`config.mk`:
```
export PLATFORM = sky130hd
export DESIGN_NAME = mc_ctrl_flat
export DESIGN_NICKNAME = d
export VERILOG_FILES = /design/src/rtl/mc_ctrl_if.sv /design/src/rtl/mc_ctrl.sv /design/src/flat_wrapper.sv
export SDC_FILE = /design/constraint.sdc
export NUM_CORES = 1
export LEC_CHECK = 0
export CORE_ASPECT_RATIO = 2
export CORE_MARGIN = 10
export CORE_UTILIZATION = 32
export DETAILED_ROUTE_END_ITERATION = 8
export GPL_ROUTABILITY_DRIVEN = 0
export PLACE_DENSITY_LB_ADDON = 0.25
export RECOVER_POWER = 25
export SLEW_MARGIN = 20
export SYNTH_ARGS = -nofsm -noshare
export SYNTH_HDL_FRONTEND = slang
export SYNTH_SLANG_ARGS = --single-unit
```
`constraint.sdc`:
```
create_clock -name clk -period 6.3 [get_ports clk]
set_input_delay 1.26 -clock clk [delete_from_list [all_inputs] [get_ports clk]]
set_output_delay 1.26 -clock clk [all_outputs]
set_load 0.02 [all_outputs]
```
`src/rtl/mc_ctrl_if.sv`:
```
// Opcode/handshake inputs and datapath control outputs of the multi-cycle controller.
// master = controller side, slave = datapath/memory side.
interface mc_ctrl_if;
    logic [5:0] opcode;
    logic [5:0] func;
    logic       zero;
    logic       mem_ready;
    logic       IRWrite;
    logic       PCWrite;
    logic [1:0] PCSrc;
    logic       IorD;
    logic       MemRead;
    logic       MemWrite;
    logic       RegWrite;
    logic [1:0] RegDst;
    logic [1:0] DatatoReg;
    logic       ALUSrcA;
    logic [1:0] ALUSrcB;
    logic       ExtOp;
    logic [4:0] ALUCtrl;
    logic [3:0] state;
    logic       illegal;
    logic       bus_err;

    modport master (
        input  opcode, func, zero, mem_ready,
        output IRWrite, PCWrite, PCSrc, IorD, MemRead, MemWrite, RegWrite,
               RegDst, DatatoReg, ALUSrcA, ALUSrcB, ExtOp, ALUCtrl, state,
               illegal, bus_err
    );

    modport slave (
        output opcode, func, zero, mem_ready,
        input  IRWrite, PCWrite, PCSrc, IorD, MemRead, MemWrite, RegWrite,
               RegDst, DatatoReg, ALUSrcA, ALUSrcB, ExtOp, ALUCtrl, state,
               illegal, bus_err
    );
endinterface

```
`src/rtl/mc_ctrl.sv`:
```
// Multi-cycle MIPS main controller (addu/subu/ori/lw/sw/beq/j); 2-5 cycles per instruction.
// Memory states stall on mem_ready=0 and abort to IDLE with bus_err after TIMEOUT waits.
module mc_ctrl #(
    parameter int TIMEOUT = 16,
    parameter int CNT_W   = 5
) (
    input  logic      clk,
    input  logic      rst,
    mc_ctrl_if.master bus
);
    typedef enum logic [3:0] {
        S_IDLE    = 4'd0,
        S_FETCH   = 4'd1,
        S_DECODE  = 4'd2,
        S_EXEC_R  = 4'd3,
        S_EXEC_I  = 4'd4,
        S_ALU_WB  = 4'd5,
        S_MEM_ADR = 4'd6,
        S_MEM_RD  = 4'd7,
        S_MEM_WB  = 4'd8,
        S_MEM_WR  = 4'd9,
        S_BRANCH  = 4'd10,
        S_JUMP    = 4'd11
    } state_t;

    localparam logic [4:0] ALUOP_ADDU = 5'd1;
    localparam logic [4:0] ALUOP_SUBU = 5'd2;
    localparam logic [4:0] ALUOP_OR   = 5'd3;
    localparam logic [4:0] ALUOP_EQL  = 5'd4;

    localparam logic [5:0] OP_R    = 6'b000000;
    localparam logic [5:0] OP_ORI  = 6'b001101;
    localparam logic [5:0] OP_LW   = 6'b100011;
    localparam logic [5:0] OP_SW   = 6'b101011;
    localparam logic [5:0] OP_BEQ  = 6'b000100;
    localparam logic [5:0] OP_J    = 6'b000010;
    localparam logic [5:0] FN_ADDU = 6'b100001;
    localparam logic [5:0] FN_SUBU = 6'b100011;

    state_t           cur, nxt;
    logic [CNT_W-1:0] wait_cnt;
    logic             wait_st;
    logic             timeout;

    assign wait_st = (cur == S_FETCH) || (cur == S_MEM_RD) || (cur == S_MEM_WR);
    // Timeout fires on the TIMEOUT-th consecutive stalled cycle; a late mem_ready still wins.
    assign timeout = wait_st && !bus.mem_ready && (wait_cnt == CNT_W'(TIMEOUT - 1));

    always_ff @(posedge clk) begin
        if (rst) cur <= S_IDLE;
        else     cur <= nxt;
    end

    always_ff @(posedge clk) begin
        if (rst || (nxt != cur))               wait_cnt <= '0;
        else if (wait_st && !bus.mem_ready)    wait_cnt <= wait_cnt + CNT_W'(1);
    end

    always_comb begin
        nxt = cur;
        case (cur)
            S_IDLE:    nxt = S_FETCH;
            S_FETCH:   if (bus.mem_ready) nxt = S_DECODE; else if (timeout) nxt = S_IDLE;
            S_DECODE: begin
                case (bus.opcode)
                    OP_R:         nxt = (bus.func == FN_ADDU || bus.func == FN_SUBU) ? S_EXEC_R : S_FETCH;
                    OP_ORI:       nxt = S_EXEC_I;
                    OP_LW, OP_SW: nxt = S_MEM_ADR;
                    OP_BEQ:       nxt = S_BRANCH;
                    OP_J:         nxt = S_JUMP;
                    default:      nxt = S_FETCH;
                endcase
            end
            S_EXEC_R:  nxt = S_ALU_WB;
            S_EXEC_I:  nxt = S_ALU_WB;
            S_ALU_WB:  nxt = S_FETCH;
            S_MEM_ADR: nxt = (bus.opcode == OP_SW) ? S_MEM_WR : S_MEM_RD;
            S_MEM_RD:  if (bus.mem_ready) nxt = S_MEM_WB; else if (timeout) nxt = S_IDLE;
            S_MEM_WB:  nxt = S_FETCH;
            S_MEM_WR:  if (bus.mem_ready) nxt = S_FETCH; else if (timeout) nxt = S_IDLE;
            S_BRANCH:  nxt = S_FETCH;
            S_JUMP:    nxt = S_FETCH;
            default:   nxt = S_IDLE;
        endcase
    end

    always_comb begin
        bus.IRWrite   = 1'b0;
        bus.PCWrite   = 1'b0;
        bus.PCSrc     = 2'b00;
        bus.IorD      = 1'b0;
        bus.MemRead   = 1'b0;
        bus.MemWrite  = 1'b0;
        bus.RegWrite  = 1'b0;
        bus.RegDst    = 2'b00;
        bus.DatatoReg = 2'b00;
        bus.ALUSrcA   = 1'b0;
        bus.ALUSrcB   = 2'b00;
        bus.ExtOp     = 1'b0;
        bus.ALUCtrl   = ALUOP_ADDU;
        bus.illegal   = 1'b0;
        bus.state     = cur;
        bus.bus_err   = timeout;
        case (cur)
            S_FETCH: begin
                bus.MemRead = 1'b1;
                bus.ALUSrcB = 2'b01;
                bus.IRWrite = bus.mem_ready;
                bus.PCWrite = bus.mem_ready;
            end
            S_DECODE: begin
                bus.ALUSrcB = 2'b11;
                bus.ExtOp   = 1'b1;
                bus.illegal = (nxt == S_FETCH);
            end
            S_EXEC_R: begin
                bus.ALUSrcA = 1'b1;
                bus.ALUCtrl = (bus.func == FN_SUBU) ? ALUOP_SUBU : ALUOP_ADDU;
            end
            S_EXEC_I: begin
                bus.ALUSrcA = 1'b1;
                bus.ALUSrcB = 2'b10;
                bus.ALUCtrl = ALUOP_OR;
            end
            S_ALU_WB: begin
                bus.RegWrite = 1'b1;
                bus.RegDst   = (bus.opcode == OP_R) ? 2'b01 : 2'b00;
            end
            S_MEM_ADR: begin
                bus.ALUSrcA = 1'b1;
                bus.ALUSrcB = 2'b10;
                bus.ExtOp   = 1'b1;
            end
            S_MEM_RD: begin
                bus.MemRead = 1'b1;
                bus.IorD    = 1'b1;
            end
            S_MEM_WB: begin
                bus.RegWrite  = 1'b1;
                bus.DatatoReg = 2'b01;
            end
            S_MEM_WR: begin
                bus.MemWrite = !timeout;
                bus.IorD     = 1'b1;
            end
            S_BRANCH: begin
                bus.ALUSrcA = 1'b1;
                bus.ALUCtrl = ALUOP_EQL;
                bus.PCSrc   = 2'b01;
                bus.PCWrite = bus.zero;
            end
            S_JUMP: begin
                bus.PCSrc   = 2'b10;
                bus.PCWrite = 1'b1;
            end
            default: ;
        endcase
    end
endmodule

```
`src/flat_wrapper.sv`:
```
// flat-port wrapper written by rule: the top's interface ports become plain ports
module mc_ctrl_flat 
#(
    parameter int TIMEOUT = 16,
    parameter int CNT_W   = 5
)
  (clk, rst, bus_opcode, bus_func, bus_zero, bus_mem_ready, bus_IRWrite, bus_PCWrite, bus_PCSrc, bus_IorD, bus_MemRead, bus_MemWrite, bus_RegWrite, bus_RegDst, bus_DatatoReg, bus_ALUSrcA, bus_ALUSrcB, bus_ExtOp, bus_ALUCtrl, bus_state, bus_illegal, bus_bus_err);
  mc_ctrl_if bus_i ();
  input  logic clk;
  input  logic rst;
  input wire logic [$bits(bus_i.opcode)-1:0] bus_opcode;
  input wire logic [$bits(bus_i.func)-1:0] bus_func;
  input wire logic [$bits(bus_i.zero)-1:0] bus_zero;
  input wire logic [$bits(bus_i.mem_ready)-1:0] bus_mem_ready;
  output wire logic [$bits(bus_i.IRWrite)-1:0] bus_IRWrite;
  output wire logic [$bits(bus_i.PCWrite)-1:0] bus_PCWrite;
  output wire logic [$bits(bus_i.PCSrc)-1:0] bus_PCSrc;
  output wire logic [$bits(bus_i.IorD)-1:0] bus_IorD;
  output wire logic [$bits(bus_i.MemRead)-1:0] bus_MemRead;
  output wire logic [$bits(bus_i.MemWrite)-1:0] bus_MemWrite;
  output wire logic [$bits(bus_i.RegWrite)-1:0] bus_RegWrite;
  output wire logic [$bits(bus_i.RegDst)-1:0] bus_RegDst;
  output wire logic [$bits(bus_i.DatatoReg)-1:0] bus_DatatoReg;
  output wire logic [$bits(bus_i.ALUSrcA)-1:0] bus_ALUSrcA;
  output wire logic [$bits(bus_i.ALUSrcB)-1:0] bus_ALUSrcB;
  output wire logic [$bits(bus_i.ExtOp)-1:0] bus_ExtOp;
  output wire logic [$bits(bus_i.ALUCtrl)-1:0] bus_ALUCtrl;
  output wire logic [$bits(bus_i.state)-1:0] bus_state;
  output wire logic [$bits(bus_i.illegal)-1:0] bus_illegal;
  output wire logic [$bits(bus_i.bus_err)-1:0] bus_bus_err;
  assign bus_i.opcode = bus_opcode;
  assign bus_i.func = bus_func;
  assign bus_i.zero = bus_zero;
  assign bus_i.mem_ready = bus_mem_ready;
  assign bus_IRWrite = bus_i.IRWrite;
  assign bus_PCWrite = bus_i.PCWrite;
  assign bus_PCSrc = bus_i.PCSrc;
  assign bus_IorD = bus_i.IorD;
  assign bus_MemRead = bus_i.MemRead;
  assign bus_MemWrite = bus_i.MemWrite;
  assign bus_RegWrite = bus_i.RegWrite;
  assign bus_RegDst = bus_i.RegDst;
  assign bus_DatatoReg = bus_i.DatatoReg;
  assign bus_ALUSrcA = bus_i.ALUSrcA;
  assign bus_ALUSrcB = bus_i.ALUSrcB;
  assign bus_ExtOp = bus_i.ExtOp;
  assign bus_ALUCtrl = bus_i.ALUCtrl;
  assign bus_state = bus_i.state;
  assign bus_illegal = bus_i.illegal;
  assign bus_bus_err = bus_i.bus_err;
  mc_ctrl #(.TIMEOUT(TIMEOUT), .CNT_W(CNT_W)) u_core (.clk(clk), .rst(rst), .bus(bus_i));
endmodule
```
==> flow_metrics.env, run 1 <==
export IMPL_status="finished clean"
export IMPL_cts_buffer_depth=2
export IMPL_syn_area_sq_mm=0.00109
export IMPL_timing_critical_path_arrival_ns=3.83
export IMPL_die_width_um=61.2
export IMPL_drt_wl_total_mm=3.44
export IMPL_setup_violations=0
export IMPL_cts_htree_levels=1
export IMPL_rrSetupSlack_ns=3.83
export IMPL_io_pin_count=43
export IMPL_grt_max_degree=27
export IMPL_finalHoldViolations=0
export IMPL_holdBufCountCts=0
export IMPL_end_kind="output port"
export IMPL_whs_ns=0.557
export IMPL_row_count=29
export IMPL_initial_core_util_pct=33.7
export IMPL_firstDrtPassIters=4
export IMPL_slew_viol_final=0
export IMPL_synth_edf_count=0
export IMPL_yosysUniqueCellTypes=55
export IMPL_final_area_sq_mm=0.00144
export IMPL_die_h_um=102
export IMPL_first_iter_violations=15
export IMPL_switching_share_pct=31.1
export IMPL_routedWlPerCell_um=17.0
export IMPL_synth_seq_area_share_pct=16.6
export IMPL_switching_power_uw=59.6
export IMPL_grt_pass1_vias=1185
export IMPL_clkPwrFrac_pct=34.3
export IMPL_cts_buffers=3
export IMPL_slew_headroom_pct=47.2
export IMPL_setup_tns_ns=0
export IMPL_cts_setup_buffers=0
export IMPL_root_buffer="clkbuf_8"
export IMPL_synth_cells=140
export IMPL_vdd_ir_drop_worst_v=0.000126
export IMPL_worstPathMaxFanout=6
export IMPL_synthFlopType="dfxtp_1"
export IMPL_yosysWarningCount=0
export IMPL_cts_sinks=9
export IMPL_post_dp_cell_area_sq_mm=0.00140
export IMPL_dpl_hpwl_mm=2.76
export IMPL_tightest_slew_ns=0.783
export IMPL_intPower_uw=132
export IMPL_rsz0062_at_grt="no"
export IMPL_startpoint_type="input pin"
export IMPL_vias=1156
export IMPL_seqPwrFrac_pct=34.3
export IMPL_grt_antenna_before_repair=0
export IMPL_fin_nets=191
export IMPL_synth_seq_cells=9
export IMPL_cts_repair_resized=0
export IMPL_leakage_uw=0.000532
export IMPL_timing_final_crit_share_pct=80.8
export IMPL_gr_usage_all_layers_pct=11.2
export IMPL_worstSkewPairLatency_ns=0.23
export IMPL_drive_above_1_share_pct=9.88
export IMPL_maxCapViolations=0
export IMPL_worstSetupPathType="input pin to output port"
export IMPL_ant_nets=0
export IMPL_die_area_sq_mm=0.00627
export IMPL_synthArstFlopShare_pct=0
export IMPL_critPathRequiredTime_ns=5.04
export IMPL_antenna_cells=0
export IMPL_hp_class="register to register"
export IMPL_fmax_mhz=196
export IMPL_drc=0
export IMPL_grt_overflow=0
export IMPL_grt_pass1_wl_mm=5.55
export IMPL_combinationalPowerShare_pct=31.4
export IMPL_clk_pin_slew_worst_paths_ns=0.04
export IMPL_via_per_inst=5.69
export IMPL_power_density_mw_per_mm2=133
export IMPL_fin_crit_ns=5.09
export IMPL_syn2layout_area_growth_pct=32.7
export IMPL_skew_ns=0.00190
export IMPL_synth_area_per_cell_sq_um=7.77
export IMPL_port_buffers=38
export IMPL_fp_coreArea_sq_mm=0.00323
export IMPL_cts_tree="done"
final cells by class:
cell class | count | area, sq um
Clock buffer | 4 | 45.0
Fill cell | 339 | 1790
Inverter | 4 | 15.0
Multi-Input combinational cell | 117 | 783
Sequential cell | 9 | 180
Tap cell | 31 | 38.8
Timing Repair Buffer | 38 | 380
layout by cell type (no fill, tap or decap), types with 3 or more instances in the layout:
cell              n
a21oi_1           7
and2b_2           4
and3_1            5
clkbuf_8          3
clkdlybuf4s50_1  32
conb_1            4
dfxtp_1           9
dlygate4sd3_1     6
inv_1             3
nand2_1           8
nand2b_1          4
nand3_1           3
nand3b_1          3
nor2_1           12
nor2b_1           3
nor3_1            7
nor4b_1           3
o21ai_0           5
or3_1             3
xor2_1            3
Yosys cell counts (all sizes together), types with 3 or more instances:
cell    count  area (sq um)
nor4b       3          26.3
o21ai       5          25.0
nand3       3          15.0
nand2       8          30.0
inv         4          15.0
nand2b      4          25.0
dfxtp       9           180
and2b       4          35.0
nor3        7          35.0
and3        6          38.8
nor2       12          45.0
xor2        3          26.3
nand3b      3          22.5
clkbuf      5          48.8
buf         7          60.1
or3         3          18.8
nor2b       3          18.8
a21oi       8          43.8
worst paths after layout:
path | start | to | cells past startpoint
hold reg to reg | u_core.wait_cnt[1] | u_core.wait_cnt[1] | 2
setup reg to reg | u_core.wait_cnt[0] | u_core.wait_cnt[4] | 7
setup / recovery | bus_opcode[2] | bus_illegal | 7
hold / removal | u_core.wait_cnt[1] | u_core.wait_cnt[1] | 2
power groups by stage:
| stage | clock network, uW | registers [uW] | logic, uW |
|---|---|---|---|
| final | 65.7 | 65.6 | 60.2 |
| after global routing | 70.1 | 66.7 | 65.1 |
| after CTS | 67.1 | 65.8 | 61.3 |
| after detailed placement | 0 | 66.7 | 61.0 |
| after global placement | 0 | 66.5 | 60.3 |
| after floorplan | 0 | 62.9 | 40.0 |
layer usage:
layer | share of wire (%) | vias up | global-route usage [%]
met4 | 3.1 | 0 | 5.49
met2 | 56 | 34 | 20.4
li1 | - | 580 | -
met3 | 6.5 | 10 | 2.36
met5 | 0 | - | 0
met1 | 34 | 532 | 11.2
per-stage QoR:
stage,util (%),setup slack [ns],power [uW],std cells
floorplan,-,2.49,103,143
global placement,43.3,1.45,127,199
detailed placement,43.3,1.33,128,199
CTS,44.7,1.32,194,203
global route,44.7,1.03,202,203
finish,44.7,1.21,192,203
sequential cells by signal, indices dropped and copies added, names as in the netlist:
signal and cells:
u_core.bus.state 4, u_core.wait_cnt 5
critical path: stages:
cell and delay, ns:
dlygate4sd3_1 0.61, nand4b_1 0.29, nor4b_1 0.34, a211oi_1 0.12, a311oi_1 0.34, and3_1 0.23, clkdlybuf4s50_1 0.63
logic make-up (layout without fill, tap and decap cells):
logic type	count (synthesis)	count (layout)	synth area share, %
buffers and inverters	17	46	12.4
and+or+nand+nor	71	71	38.9
other	1	4	0.345
xor gates and xnor gates	5	5	4.03
adders and majority gates	2	2	2.30
DFF	9	9	16.6
AOI/OAI and AO/OA	33	33	23.6
muxes	2	2	1.84
Power figures use the tool's default switching activity.
==> run 2, diff against run 1 <==
==> constraint.sdc (replaced) <==
create_clock -name clk -period 5.1 [get_ports clk]
set_input_delay 1.02 -clock clk [delete_from_list [all_inputs] [get_ports clk]]
set_output_delay 1.02 -clock clk [all_outputs]
set_load 0.02 [all_outputs]
==> results of run 2 <==
Same layout as run 1 (identical final DEF). Status: finished clean.
Among the figures that moved: setup slack after placement 1.33 ns -> 0.608 ns; setup slack after layout 1.21 ns -> 0.491 ns; register-to-register setup slack 3.83 ns -> 2.63 ns; total power 192 uW -> 237 uW; worst IR drop on VDD 0.000126 V -> 0.000156 V
